### config.mk
export PLATFORM = sky130hd
export DESIGN_NAME = if_fetch_controller
export DESIGN_NICKNAME = d
export VERILOG_FILES = /design/src/rtl/if_fetch_controller_pkg.sv /design/src/rtl/if_fetch_controller_skid.sv /design/src/rtl/if_fetch_controller.sv
export SDC_FILE = /design/constraint.sdc
export NUM_CORES = 1
export LEC_CHECK = 0
export ABC_CLOCK_PERIOD_IN_PS = 1950
export CORE_ASPECT_RATIO = 1.4
export CORE_MARGIN = 2
export CORE_UTILIZATION = 30
export CTS_BUF_LIST = sky130_fd_sc_hd__clkbuf_16
export DETAILED_ROUTE_END_ITERATION = 10
export PLACE_DENSITY = 0.51
export SLEW_MARGIN = 20
export SYNTH_ARGS = -nofsm -noshare
export SYNTH_HDL_FRONTEND = slang
export SYNTH_SLANG_ARGS = --single-unit
export TNS_END_PERCENT = 1
### constraint.sdc
create_clock -name clk -period 1.95 [get_ports clk]
set_input_delay 0.39 -clock clk [delete_from_list [all_inputs] [get_ports clk]]
set_output_delay 0.39 -clock clk [all_outputs]
set_load 0.02 [all_outputs]
### src/rtl/if_fetch_controller_pkg.sv
// Shared constants and state encoding for the IF-stage fetch controller.
package if_fetch_controller_pkg;

  localparam int ADDRESS_LEN = 32;
  localparam logic [ADDRESS_LEN-1:0] DEFAULT_RESET_PC = '0;

  typedef enum logic [1:0] {
    IDLE  = 2'd0,
    REQ   = 2'd1,
    DRAIN = 2'd2
  } fetch_state_e;

endpackage

### src/rtl/if_fetch_controller_skid.sv
// One-entry {pc, instruction} holding register; catches a fetch that lands while IF is frozen.
module fetch_skid_buffer
  import if_fetch_controller_pkg::*;
#(
  parameter int ADDR_W = ADDRESS_LEN,
  parameter int DATA_W = 32
) (
  input  logic              clk,
  input  logic              rst,
  input  logic              load,
  input  logic              clear,
  input  logic [ADDR_W-1:0] load_pc,
  input  logic [DATA_W-1:0] load_instr,
  output logic              valid,
  output logic [ADDR_W-1:0] pc,
  output logic [DATA_W-1:0] instr
);

  logic              valid_q, valid_d;
  logic [ADDR_W-1:0] pc_q, pc_d;
  logic [DATA_W-1:0] instr_q, instr_d;

  // clear wins: a redirect must never let a stale entry survive
  always_comb begin
    valid_d = valid_q;
    pc_d    = pc_q;
    instr_d = instr_q;
    if (clear) begin
      valid_d = 1'b0;
    end else if (load) begin
      valid_d = 1'b1;
      pc_d    = load_pc;
      instr_d = load_instr;
    end
  end

  always_ff @(posedge clk or negedge rst) begin
    if (!rst) begin
      valid_q <= 1'b0;
      pc_q    <= '0;
      instr_q <= '0;
    end else begin
      valid_q <= valid_d;
      pc_q    <= pc_d;
      instr_q <= instr_d;
    end
  end

  assign valid = valid_q;
  assign pc    = pc_q;
  assign instr = instr_q;

endmodule

### src/rtl/if_fetch_controller.sv
// IF-stage fetch sequencer: owns the fetch PC, runs the imem req/ack handshake, handles
// redirect and freeze. Optional watchdog enabled by defining FETCH_TIMEOUT_EN.
//
// state | meaning
// IDLE  | no request outstanding (frozen, or skid waiting to drain)
// REQ   | request outstanding on fetch_pc; data is used on ack
// DRAIN | redirect seen mid-request; finish old fetch, discard it, then go to pending
module if_fetch_controller
  import if_fetch_controller_pkg::*;
#(
  parameter int                ADDR_W         = ADDRESS_LEN,
  parameter int                DATA_W         = 32,
  parameter logic [ADDR_W-1:0] RESET_PC       = ADDR_W'(DEFAULT_RESET_PC),
  parameter int                TIMEOUT_CYCLES = 16
) (
  input  logic              clk,
  input  logic              rst,
  input  logic              freeze,
  input  logic              branch_taken,
  input  logic [ADDR_W-1:0] branch_addr,
  output logic              imem_req,
  output logic [ADDR_W-1:0] imem_addr,
  input  logic              imem_ack,
  input  logic [DATA_W-1:0] imem_rdata,
  output logic [ADDR_W-1:0] pc,
  output logic [DATA_W-1:0] instruction,
  output logic              if_valid,
  output logic              fetch_err
);

  localparam logic [ADDR_W-1:0] PC_INC = ADDR_W'(4);

  fetch_state_e      state_q, state_d;
  logic              req_q, req_d;
  logic [ADDR_W-1:0] fetch_pc_q, fetch_pc_d;
  logic [ADDR_W-1:0] pending_q, pending_d;
  logic [ADDR_W-1:0] pc_q, pc_d;
  logic [DATA_W-1:0] instr_q, instr_d;
  logic              valid_q, valid_d;

  logic              skid_load, skid_clear, skid_valid, capture;
  logic [ADDR_W-1:0] skid_pc;
  logic [DATA_W-1:0] skid_instr;

  fetch_skid_buffer #(
    .ADDR_W (ADDR_W),
    .DATA_W (DATA_W)
  ) u_skid (
    .clk        (clk),
    .rst        (rst),
    .load       (skid_load),
    .clear      (skid_clear),
    .load_pc    (fetch_pc_q + PC_INC),
    .load_instr (imem_rdata),
    .valid      (skid_valid),
    .pc         (skid_pc),
    .instr      (skid_instr)
  );

  always_comb begin
    state_d    = state_q;
    fetch_pc_d = fetch_pc_q;
    pending_d  = pending_q;
    pc_d       = pc_q;
    instr_d    = instr_q;
    valid_d    = valid_q;
    skid_load  = 1'b0;
    skid_clear = 1'b0;
    capture    = 1'b0;

    unique case (state_q)
      IDLE: begin
        if (branch_taken) begin
          fetch_pc_d = branch_addr;
          state_d    = REQ;
        end else if (!freeze && !skid_valid) begin
          state_d = REQ;
        end
      end
      REQ: begin
        if (imem_ack) begin
          if (branch_taken) begin
            fetch_pc_d = branch_addr;
          end else begin
            fetch_pc_d = fetch_pc_q + PC_INC;
            if (freeze) begin
              skid_load = 1'b1;
              state_d   = IDLE;
            end else begin
              capture = 1'b1;
            end
          end
        end else if (branch_taken) begin
          pending_d = branch_addr;
          state_d   = DRAIN;
        end
      end
      DRAIN: begin
        // address must stay put until the old fetch completes; newest redirect wins
        if (imem_ack) begin
          fetch_pc_d = branch_taken ? branch_addr : pending_q;
          state_d    = REQ;
        end else if (branch_taken) begin
          pending_d = branch_addr;
        end
      end
      default: state_d = IDLE;
    endcase

    if (branch_taken) begin
      valid_d    = 1'b0;
      skid_clear = 1'b1;
    end else if (!freeze) begin
      if (skid_valid) begin
        pc_d       = skid_pc;
        instr_d    = skid_instr;
        valid_d    = 1'b1;
        skid_clear = 1'b1;
      end else if (capture) begin
        pc_d    = fetch_pc_q + PC_INC;
        instr_d = imem_rdata;
        valid_d = 1'b1;
      end else begin
        valid_d = 1'b0;
      end
    end

    req_d = (state_d != IDLE);
  end

  always_ff @(posedge clk or negedge rst) begin
    if (!rst) begin
      state_q    <= IDLE;
      req_q      <= 1'b0;
      fetch_pc_q <= RESET_PC;
      pending_q  <= '0;
      pc_q       <= '0;
      instr_q    <= '0;
      valid_q    <= 1'b0;
    end else begin
      state_q    <= state_d;
      req_q      <= req_d;
      fetch_pc_q <= fetch_pc_d;
      pending_q  <= pending_d;
      pc_q       <= pc_d;
      instr_q    <= instr_d;
      valid_q    <= valid_d;
    end
  end

`ifdef FETCH_TIMEOUT_EN
  localparam int TMO_W = $clog2(TIMEOUT_CYCLES + 1);

  logic [TMO_W-1:0] tmo_q, tmo_d;
  logic             err_q, err_d;

  // down-counter reloads whenever no handshake is stuck; sticky error at terminal count
  always_comb begin
    tmo_d = TMO_W'(TIMEOUT_CYCLES);
    err_d = err_q;
    if (state_q != IDLE && !imem_ack) begin
      tmo_d = tmo_q;
      if (tmo_q != '0) begin
        tmo_d = tmo_q - TMO_W'(1);
        if (tmo_q == TMO_W'(1)) err_d = 1'b1;
      end
    end
  end

  always_ff @(posedge clk or negedge rst) begin
    if (!rst) begin
      tmo_q <= TMO_W'(TIMEOUT_CYCLES);
      err_q <= 1'b0;
    end else begin
      tmo_q <= tmo_d;
      err_q <= err_d;
    end
  end

  assign fetch_err = err_q;
`else
  logic unused_tmo;
  assign unused_tmo = (TIMEOUT_CYCLES == 0);
  assign fetch_err  = 1'b0;
`endif

  assign imem_req    = req_q;
  assign imem_addr   = fetch_pc_q;
  assign pc          = pc_q;
  assign instruction = instr_q;
  assign if_valid    = valid_q;

endmodule
After elaboration in Yosys (flattened, before gate mapping)
Cells that the tools add are included.
{ "totals": {"ff_bits": 197, "input_bits": 69, "out_inout_bits": 99, "wordCells": 69} }
{ "classes": {"n_addsub": 1, "n_eq_ne": 6, "mux": 35, "bitwise_logic": 4, "n_reduce_logical": 13} }
{ "ops": {"columns": ["cell", "count"], "rows": [
  ["$mux W32", 9],
  ["$pmux W32 S3", 1],
  ["$add A32 B3 Y32 const B", 1],
  ["$mux W1", 17],
  ["$mux W2", 7],
  ["$ne A2 B2 Y1 const B", 3],
  ["$pmux W2 S3", 1],
  ["$reduce_bool A2 Y1", 3],
  ["$not A1 Y1", 4],
  ["$reduce_and A2 Y1", 2],
  ["$reduce_and A4 Y1", 1],
  ["$reduce_and A3 Y1", 1],
  ["$reduce_bool A3 Y1", 1],
  ["$eq A2 B1 Y1 const B", 1],
  ["$eq A2 B2 Y1 const B", 1],
  ["$logic_not A1 Y1", 2],
  ["$logic_not A2 Y1", 1],
  ["$ne A2 B1 Y1 const B", 1],
  ["$reduce_or A2 Y1", 1],
  ["$logic_and A1 B1 Y1", 1]
]} }

Logic depth before layout (Yosys ltp)
Gate-level depths: netlist of the first run.
{ "logic_depth": {"word_depth": 8, "ltp_mapped": 11, "mapped_depth_nobuf": 7} }

Modules after synthesis
Synthesis of the first run repeated with hierarchy kept, for this count alone.
{ "unflattened": {"cells_unflattened": 936, "hier_area_um2": 10173.5} }
{ "modules_own_cells": {"columns": ["module", "instances", "cells_each", "area_per_inst_um2", "seq_area_each_um2"], "rows": [
  ["if_fetch_controller", 1, 797, 7439.6, 3303.2],
  ["fetch_skid_buffer", 1, 139, 2733.9, 1626.6]
]} }

Worst setup path before layout of the first run
No wires, ideal clock.
{ "synth_path": {"path_kind": "register to register", "start": "register fetch_pc_q[2] (netlist: imem_addr[2])", "end": "register pc_q[20] (netlist: pc[20])", "setup_ps": 130, "arrival_time_ps": 2052, "t_required_ps": 1820, "slack_ps": -232, "stages_incl_launch_ff": 8, "path_buffers": 1, "period_less_slack_ps": 2182, "cell_sequence": "dfrtp_1 ha_1 nand4_1 or3_4 buf_6 o31a_1 o31ai_1 o21ai_1"} }
{ "synth_between": {"elab_chain_cells": 3} }
{ "synth_rtl": {"columns": ["item", "line_no", "source"], "rows": [
  ["start: declaration", "if_fetch_controller.sv:35", "logic [ADDR_W-1:0] fetch_pc_q, fetch_pc_d;"],
  ["start signal: assignment", "if_fetch_controller.sv:143", "fetch_pc_q <= fetch_pc_d;"],
  ["$add A32 B3 Y32", "if_fetch_controller.sv:120", "pc_d = fetch_pc_q + PC_INC;"],
  ["$mux W32", "if_fetch_controller.sv:119", "end else if (capture) begin"],
  ["$mux W32", "if_fetch_controller.sv:114", "if (skid_valid) begin"],
  ["end signal: assignment", "if_fetch_controller.sv:145", "pc_q <= pc_d;"],
  ["end: declaration", "if_fetch_controller.sv:37", "logic [ADDR_W-1:0] pc_q, pc_d;"]
]} }
Every way passes these cells. The select of a mux whose other input is x is not followed.
A chain may end at the register's enable or synchronous reset.

Worst setup path in the final report of the first run
{ "layout_path": {"start": "register fetch_pc_q[3] (netlist: imem_addr[3])", "end": "register fetch_pc_q[12] (netlist: imem_addr[12])"} }
{ "layout_between": {"elab_chain_cells": 4} }
{ "layout_rtl": {"columns": ["item", "line_no", "source"], "rows": [
  ["$add A32 B3 Y32", "if_fetch_controller.sv:85", "fetch_pc_d = fetch_pc_q + PC_INC;"],
  ["$mux W32", "if_fetch_controller.sv:82", "if (branch_taken) begin"],
  ["$mux W32", "if_fetch_controller.sv:81", "if (imem_ack) begin"],
  ["$pmux W32 S3", "if_fetch_controller.sv:71", "unique case (state_q)"]
]} }
Every way passes these cells. The select of a mux whose other input is x is not followed.

==> results of run 1 <==
## layout by cell type, fill, tap and decap left out, types with 4 or more instances in the layout
| cell type | synthesis | layout |
|---|---|---|
| dfrtp_1 | 197 | 190 |
| clkdlybuf4s50_1 | 0 | 136 |
| o21ai_0 | 119 | 113 |
| buf_4 | 4 | 112 |
| nand2_1 | 105 | 105 |
| mux2_2 | 75 | 75 |
| mux2i_1 | 44 | 44 |
| nor2_1 | 41 | 40 |
| a21oi_1 | 32 | 29 |
| dlygate4sd2_1 | 0 | 29 |
| nand3_1 | 23 | 22 |
| nor3_1 | 26 | 19 |
| and3_1 | 18 | 18 |
| inv_1 | 18 | 17 |
| clkbuf_16 | 0 | 17 |
| buf_12 | 0 | 17 |
| nand4_1 | 13 | 13 |
| a22oi_1 | 12 | 12 |
| o21ai_1 | 5 | 11 |
| xnor2_1 | 16 | 10 |
| a221oi_2 | 0 | 9 |
| a221oi_1 | 17 | 8 |
| nor3_2 | 2 | 8 |
| xor2_1 | 8 | 8 |
| o31ai_1 | 9 | 7 |
| o2bb2ai_1 | 7 | 7 |
| dfrtp_2 | 0 | 7 |
| xnor2_2 | 0 | 6 |
| o31a_1 | 5 | 5 |
| buf_6 | 2 | 5 |
| and2_1 | 4 | 4 |
| o21a_1 | 5 | 4 |
| a31oi_1 | 4 | 4 |
## registers in the layout, summed over array words and instances (netlist names)
name / cells
pending_q: 32
imem_addr: 32
if_valid: 1
pc: 32
u_skid.pc: 32
u_skid.valid: 1
state_q: 2
imem_req: 1
u_skid.instr: 32
instruction: 32
## through the flow
step,instances,setup TNS (ns)
after detailed placement,1579,-19.35
after floorplan,955,-0.993
after global placement,1579,-19.93
after global routing,1613,-1.60
after CTS,1612,-1.41
final,1613,-0.248
## metal layers
layer	global-route usage	wire, um	vias up
met5	0	0	-
met1	0.227	12900	4022
met4	0.0618	788	0
li1	-	-	3927
met3	0.0293	1130	52
met2	0.303	15000	208
## worst max-delay path by stage
stage,end
3_3_place_gp,imem_addr[12]
5_1_grt,u_skid.pc[22]
3_5_place_dp,imem_addr[12]
6_report,imem_addr[12]
2_1_floorplan,pc[20]
4_1_cts,imem_addr[12]
## final cells by class
cell class	instances	area [um2]	share of cell area
Timing Repair Buffer	301	2880	0.210
Sequential cell	197	4940	0.361
Clock inverter	15	154	0.0112
Inverter	19	71.3	0.00521
Tap cell	400	500	0.0366
Clock buffer	17	425	0.0311
Multi-Input combinational cell	664	4720	0.345
## worst max-delay path: stages, from the launching register on
cell	delay, ns
dfrtp_2	0.39
ha_4	0.14
nand4_1	0.18
or3_4	0.46
buf_4	0.19
o31a_1	0.28
o31ai_2	0.29
## power groups by stage
stage	logic, W	clock network, W	registers [W]
6_report	0.0111	0.00359	0.00724
5_1_grt	0.0120	0.00386	0.00749
4_1_cts	0.0109	0.00371	0.00723
3_5_place_dp	0.0110	0	0.00729
3_3_place_gp	0.0109	0	0.00722
2_1_floorplan	0.00469	0	0.00831
## kinds of logic after synthesis
family / after synthesis
DFF: 197
buffers and inverters: 95
other: 1
adders and majority gates: 6
AOI/OAI and AO/OA: 249
and+or+nand+nor: 264
muxes: 119
xor gates and xnor gates: 24
## timing repair
action,CTS,global route
pin swaps,1,8
hold buffers,1,0
setup endpoints to repair,123,155
endpoints found under the hold margin,9,0
gates resized for setup,48,44
cloned,0,1
==> out/results.ini, run 1 <==
[status]
status=finished with violations
violations=negative setup slack

[cts]
clk_pin_slew_ns=0.08
cts.sinks=197
post_cts_buffers=0
htree_levels=4
cts_root_buffer=clkbuf_16
cts_buffers=17
clk_latency_ns=0.46
clockBufferDepth=2
cts_tree=built

[hold_path]
min_from=u_skid.pc[24]
hold_end=u_skid.pc[24]
min_path_cells=2
min_path_type=reg2reg

[logic_synthesis]
synth_ff_type=dfrtp_1
yosys_warnings=0
synth_top_area_cell=dfrtp_1
synth_area_mm2=0.00976
ys_ff_latch=197
synth_compound_area_frac=0.159
synth_commonest_cells=197 x dfrtp_1, 119 x o21ai_0, 105 x nand2_1
synthMuxAreaShare=0.132
synthSimpleGateAreaFrac=0.133
async_reset_ff_frac=1.00
syn-num-nets=1030
yosysSeqAreaShare=0.505
syn_inst=955
synth_area_leaders=dfrtp_1 51%, mux2_2 8.7%, o21ai_0 6.1%
synth_top_family_by_area=compound AO/OA/AOI/OAI gates
synth.avg_cell_area_um2=10.2
yosysUniqueCellTypes=66
yosysMostFrequentCell=dfrtp_1
synth_xor_area_frac=0.0215
synthAdderAreaFrac=0.00770
yosysTopAreaCellShare=0.505
synth_edf_count=0

[worst_setup_path]
critical_path_required_ns=2.29
crit_fanout=8
rr_endpoint=imem_addr[12]
cp-startpoint=imem_addr[3]
start_kind=flop
r2r-start=imem_addr[3]
end_kind=flop
r2r_cells=6
arrival_ns=2.38
crit_type=reg2reg
rrSetupSlack_ns=-0.09

[die]
die_area_mm2=0.0340
ios=168
rows=78
coreArea_mm2=0.0322
die_w_um=156
die_h_um=217
start_util=0.303

[power]
p_int_w=0.0132
power.density_mw_per_mm2=1600
clkPwrFrac=0.164
ir_worst_vdd_mv=0.698
swShare=0.397
p_comb_frac=0.505
p_leak_nw=5.92
power.share.sequential=0.331
finalPower_w=0.0219
netSwitchingPower_w=0.00869

[sta]
relSlewSlack=0.620
rsz0062_at_grt=true
hold_viol_final=0
post-route-period-util=1.05
skew_ns=0.0106
timing.fmax_mhz=490
min_period_ns=2.04
worst_pin_slew_ns=0.571
holdWs_ns=0.476
timing.final.ws_setup_ns=-0.0910
maxSlewViolCount=0
finalSetupViolCount=6

[layout]
syn_to_final_growth_pct=40.3
drive_above_1_share=0.252
final_net_count=1275
final_util=0.425
fillers=3171
design_area_mm2=0.0137
diodes=0

[global_route]
antenna_found_initial=0
grt_pass1_wl_um=46200
overflow=0
grt_pass1_vias=8098
track_usage=0.178
grt_max_degree=89

[detailed_routing]
dr.pass1.iters=7
drt_iter0_drc=378
drc=0
viasPerCell=5.09
wire_per_inst_um=18.5
num_vias=8209
drt_wl_total_um=29900
ant_nets=0

[placement]
io_buffers=166
preCtsSetupSlack_ns=-0.362
dp_hpwl_um=21700
dpl_cell_area_mm2=0.0129
place.gp.congestion=0.888

[job]
drv_cap=0

Power figures use the tool's default switching activity.
==> inputs of run 2 (changes only) <==
--- a/config.mk
+++ b/config.mk
@@ -11,7 +11,9 @@
 export CORE_UTILIZATION = 30
 export CTS_BUF_LIST = sky130_fd_sc_hd__clkbuf_16
 export DETAILED_ROUTE_END_ITERATION = 10
+export MAX_ROUTING_LAYER = met4
 export PLACE_DENSITY = 0.51
+export REMOVE_ABC_BUFFERS = 1
 export SLEW_MARGIN = 20
 export SYNTH_ARGS = -nofsm -noshare
 export SYNTH_HDL_FRONTEND = slang
==> out/results.ini, run 2 (synthesis gave the netlist of run 1 again) <==
[placement]
place.gp.congestion=0.857  ; -3.6%
dp_hpwl_um=21800  ; +0.37%
io_buffers=166  ; unchanged

[worst_setup_path]
start_kind=flop
critical_path_required_ns=2.33  ; +0.04 ns
crit_type=reg2reg
crit_fanout=9  ; +1
arrival_ns=2.36  ; -0.02 ns
end_kind=flop

[cts]
cts_buffers=17  ; unchanged
clockBufferDepth=2  ; unchanged
clk_pin_slew_ns=0.07  ; about the same
htree_levels=4  ; unchanged
cts_root_buffer=clkbuf_16
cts.sinks=197  ; unchanged
clk_latency_ns=0.46  ; about the same
cts_tree=built

[sta]
post-route-period-util=1.01  ; -0.0330
min_period_ns=1.98  ; -0.0643 ns
holdWs_ns=0.401  ; -0.0758 ns
maxSlewViolCount=0  ; unchanged
timing.fmax_mhz=506  ; +3.3%
finalSetupViolCount=1  ; -5
fin_tns_setup_ns=-0.0267  ; +0.221 ns
timing.final.ws_setup_ns=-0.0267  ; +0.0643 ns
rsz0062_at_grt=true
hold_viol_final=0  ; unchanged
skew_ns=0.0128  ; +0.00215 ns

[global_route]
met3_usage=0.0277  ; -0.00159
antenna_found_initial=0  ; unchanged
grt_pass1_vias=8392  ; +3.6%
grt_pass1_wl_um=46900  ; +1.4%
grt_use_met2=0.319  ; +0.0159
grt_max_degree=60  ; -33%
overflow=0  ; unchanged
busiest_layer=met2
grtUsageMet1=0.217  ; -0.0106
track_usage=0.185  ; +0.00711

[detailed_routing]
viasPerCell=5.05  ; -0.76%
drc=0  ; unchanged
dr.pass1.iters=5  ; -2
ant_nets=0  ; unchanged
drt_wl_total_um=30000  ; +0.48%
wire_per_inst_um=18.5  ; about the same
num_vias=8192  ; -0.21%
drt_iter0_drc=409  ; +8.2%

[die]
rows=78  ; unchanged
ios=168  ; unchanged
die_h_um=217  ; unchanged
die_area_mm2=0.0340  ; unchanged
start_util=0.303  ; unchanged
coreArea_mm2=0.0322  ; unchanged
die_w_um=156  ; unchanged

[hold_path]
min_path_type=in2async

[layout]
final_cell_mix=193 x dfrtp_1, 136 x clkdlybuf4s50_1, 113 x buf_4
final_net_count=1284  ; +0.71%
diodes=0  ; unchanged
drive_above_1_share=0.242  ; -0.0100
syn_to_final_growth_pct=41.0
final_common_cell=dfrtp_1

[power]
ir_worst_vdd_mv=0.667  ; -4.4%
p_leak_nw=5.95  ; +0.52%
power.density_mw_per_mm2=1610  ; +0.96%

[status]
status=finished with violations
violations=negative setup slack

[job]
drv_cap=0  ; unchanged

## run 2: cell types whose count changed in the layout (fill, tap and decap cells not counted), moves of 4 or more
cell	before	now
dfrtp_2	7	3
xnor2_1	10	16
nor3_1	19	24
xnor2_2	6	0
buf_6	5	10
nor3_2	8	3
a221oi_2	9	5
## run 2: repair_timing
action	in CTS	in global routing
setup endpoints to repair	129	143
endpoints found under the hold margin	18	0
hold buffers	1	0
gates resized for setup	39	47
pin swaps	3	8
gates cloned	0	2
buffers inserted	0	4
## run 2: power by group
part / total, W / switching (W) / internal, W
registers: 0.00722 / 0.00115 / 0.00607
clock network: 0.00383 / 0.00167 / 0.00216
logic: 0.0112 / 0.00575 / 0.00541
## run 2: routing by layer
metal / vias up / wire length, um
met5: - / 0
met4: 0 / 673
met3: 39 / 1020
met2: 192 / 15500
met1: 4004 / 12800
li1: 3957 / -
## run 2: area by class of cell
cell class              instances  area, um2
well taps                     400        500
fillers                      3125      18500
inverters                      19       71.3
clock buffers                  17        425
repair buffers                311       3020
flip-flops and latches        197       4940
clock inverters                15        204
multi-input cells             663       4590
## run 2: worst max-delay path, cell delays in order (launching register included)
cell,delay [ns]
dfrtp_1,0.36
ha_2,0.19
nand4_1,0.12
or3_4,0.44
or4_4,0.51
and2_1,0.17
o21ai_1,0.11
## run 2: metrics by stage
| stage | cells | setup WS [ns] | cell area [um2] | util | total power, W |
|---|---|---|---|---|---|
| 6_report | 1622 | -0.0267 | 13800 | 0.427 | 0.0222 |
| 5_1_grt | 1622 | -0.124 | 13800 | 0.427 | 0.0237 |
| 3_3_place_gp | 1583 | -0.215 | 12900 | 0.400 | 0.0181 |
| 3_5_place_dp | 1583 | -0.289 | 12900 | 0.400 | 0.0183 |
| 4_1_cts | 1616 | -0.0576 | 13500 | 0.420 | 0.0221 |
| 2_1_floorplan | 879 | -2.28 | 9430 | - | 0.0127 |
## run 2: worst paths after layout
check | from | endpoint | slack [ns] | cells past startpoint
min in group clk | instruction[23] | instruction[23] | 0.48 | 2
max in group asynchronous | rst | state_q[1] | 0.86 | 3
worst max-delay path | imem_addr[3] | u_skid.pc[22] | -0.03 | 6
worst min register to register | instruction[23] | instruction[23] | 0.48 | 2
worst max register to register | imem_addr[3] | u_skid.pc[22] | -0.03 | 6
worst min-delay path | rst | instruction[0] | 0.40 | 2
==> inputs of run 3 (changes only) <==
--- a/config.mk
+++ b/config.mk
@@ -7,11 +7,10 @@
 export LEC_CHECK = 0
 export ABC_CLOCK_PERIOD_IN_PS = 1950
 export CORE_ASPECT_RATIO = 1.4
-export CORE_MARGIN = 2
+export CORE_MARGIN = 10
 export CORE_UTILIZATION = 30
 export CTS_BUF_LIST = sky130_fd_sc_hd__clkbuf_16
 export DETAILED_ROUTE_END_ITERATION = 10
-export MAX_ROUTING_LAYER = met4
 export PLACE_DENSITY = 0.51
 export REMOVE_ABC_BUFFERS = 1
 export SLEW_MARGIN = 20
==> out/results.ini, run 3 (synthesis gave the netlist of run 1 again) <==
[detailed_routing]
num_vias=8226  ; +0.42%
drt_wl_total_um=31100  ; +3.5%
ant_nets=0  ; unchanged
drt_iter0_drc=484  ; +18%
viasPerCell=4.96  ; -1.8%
dr.pass1.iters=5  ; unchanged
wire_per_inst_um=18.7  ; +1.2%
drc=0  ; unchanged

[die]
die_w_um=172  ; +10%
rows=78  ; unchanged
coreArea_mm2=0.0323  ; +0.30%
die_h_um=233  ; +7.4%
die_area_mm2=0.0402  ; +18%
start_util=0.302  ; -0.000915
ios=168  ; unchanged

[sta]
hold_viol_final=0  ; unchanged
post-route-period-util=1.00  ; -0.0126
holdWs_ns=0.427  ; +0.0260 ns
finalSetupViolCount=1  ; unchanged
fin_tns_setup_ns=-0.00220  ; +0.0245 ns
maxSlewViolCount=0  ; unchanged
min_period_ns=1.95  ; -0.0245 ns
timing.final.ws_setup_ns=-0.00220  ; +0.0245 ns
rsz0062_at_grt=true
skew_ns=0.0120  ; -0.000791 ns
timing.fmax_mhz=512  ; +1.3%

[layout]
final_common_cell=dfrtp_1
stdcell_count=1658  ; +2.2%
drive_above_1_share=0.241  ; -0.000847
final_net_count=1280  ; -0.31%
syn_to_final_growth_pct=40.2
final_cell_mix=194 x dfrtp_1, 135 x clkdlybuf4s50_1, 115 x buf_4
final_util=0.424  ; -0.00350
diodes=0  ; unchanged

[cts]
clk_latency_ns=0.46  ; about the same
cts_tree=built
clk_pin_slew_ns=0.08  ; about the same
htree_levels=4  ; unchanged
clockBufferDepth=2  ; unchanged
cts_root_buffer=clkbuf_16
cts_buffers=17  ; unchanged
cts.sinks=197  ; unchanged

[worst_setup_path]
crit_type=reg2reg
crit_fanout=6  ; -3
start_kind=flop
end_kind=flop
critical_path_required_ns=2.34  ; about the same
arrival_ns=2.34  ; -0.02 ns

[placement]
dpl.cell_count=1618  ; +2.2%
place.gp.congestion=0.840  ; -1.9%
dp_hpwl_um=23200  ; +6.4%
io_buffers=166  ; unchanged

[power]
power.density_mw_per_mm2=1580  ; -2.1%
finalPower_w=0.0216  ; -2.6%
p_leak_nw=5.90  ; -0.92%
ir_worst_vdd_mv=0.593  ; -11%

[global_route]
antenna_found_initial=0  ; unchanged
grt_pass1_wl_um=48300  ; +2.9%
grt_pass1_vias=8333  ; -0.70%
track_usage=0.155  ; -0.0297
overflow=0  ; unchanged
grt_max_degree=49  ; -18%

[status]
violations=negative setup slack
status=finished with violations

[job]
drv_cap=0  ; unchanged

[hold_path]
min_path_type=in2async

==> run 3: cell types whose count changed in the layout (fill, tap and decap cells not counted), moves of 3 or more <==
cell / delta
bufinv_16: -4
a221oi_1: +6
nor3_1: -3
a221oi_2: -5
buf_6: -3
nand2_2: -3
nor4_1: -3
nand2_1: +3
nor3_2: +3
==> run 3: per-layer routing <==
layer	track usage	wire length, um
met1	0.183	13000
met4	0.0537	548
met3	0.0311	1500
met2	0.272	16000
met5	0	0
==> run 3: area by class of cell <==
| type | count | area, um2 |
|---|---|---|
| clock buffers | 17 | 425 |
| clock inverters | 15 | 110 |
| fillers | 3128 | 18600 |
| inverters | 19 | 71.3 |
| multi-input cells | 663 | 4630 |
| flip-flops and latches | 197 | 4940 |
| well taps | 440 | 551 |
| repair buffers | 307 | 2950 |
==> run 3: through the flow <==
| stage | cell area (um2) | worst slack (ns) |
|---|---|---|
| after floorplan | 9430 | -2.28 |
| after global placement | 12900 | -0.219 |
| after detailed placement | 12900 | -0.226 |
| after CTS | 13400 | 0.000379 |
| after global routing | 13700 | -0.0779 |
| final | 13700 | -0.00220 |
==> run 3: critical path: stages, from the launching register on <==
cell and delay, ns:
dfrtp_1 0.36, ha_2 0.20, nand4_1 0.13, or3_4 0.41, or4_4 0.50, and2_4 0.17
o21ai_1 0.12
==> run 3: path summary, 6_finish.rpt <==
kind / startpoint / to / slack [ns] / cells past startpoint
setup / recovery: imem_addr[3] / u_skid.pc[22] / -0.002 / 6
hold / removal: rst / instruction[2] / 0.43 / 2
setup reg to reg: imem_addr[3] / u_skid.pc[22] / -0.002 / 6
hold reg to reg: instruction[27] / instruction[27] / 0.48 / 2
max in group asynchronous: rst / imem_addr[27] / 0.88 / 3
min in group clk: instruction[27] / instruction[27] / 0.48 / 2
==> run 3: timing repair <==
action,in CTS,in global routing
endpoints found under the hold margin,33,0
setup endpoints to repair,125,137
gates resized for setup,46,39
hold buffers,1,0
buffers inserted,0,6
pin swaps,7,8
gates cloned,0,1
==> run 3: power breakdown <==
part / switching (W) / internal, W
sequential: 0.00112 / 0.00607
clock: 0.00166 / 0.00164
combinational: 0.00579 / 0.00535
total: 0.00858 / 0.0131
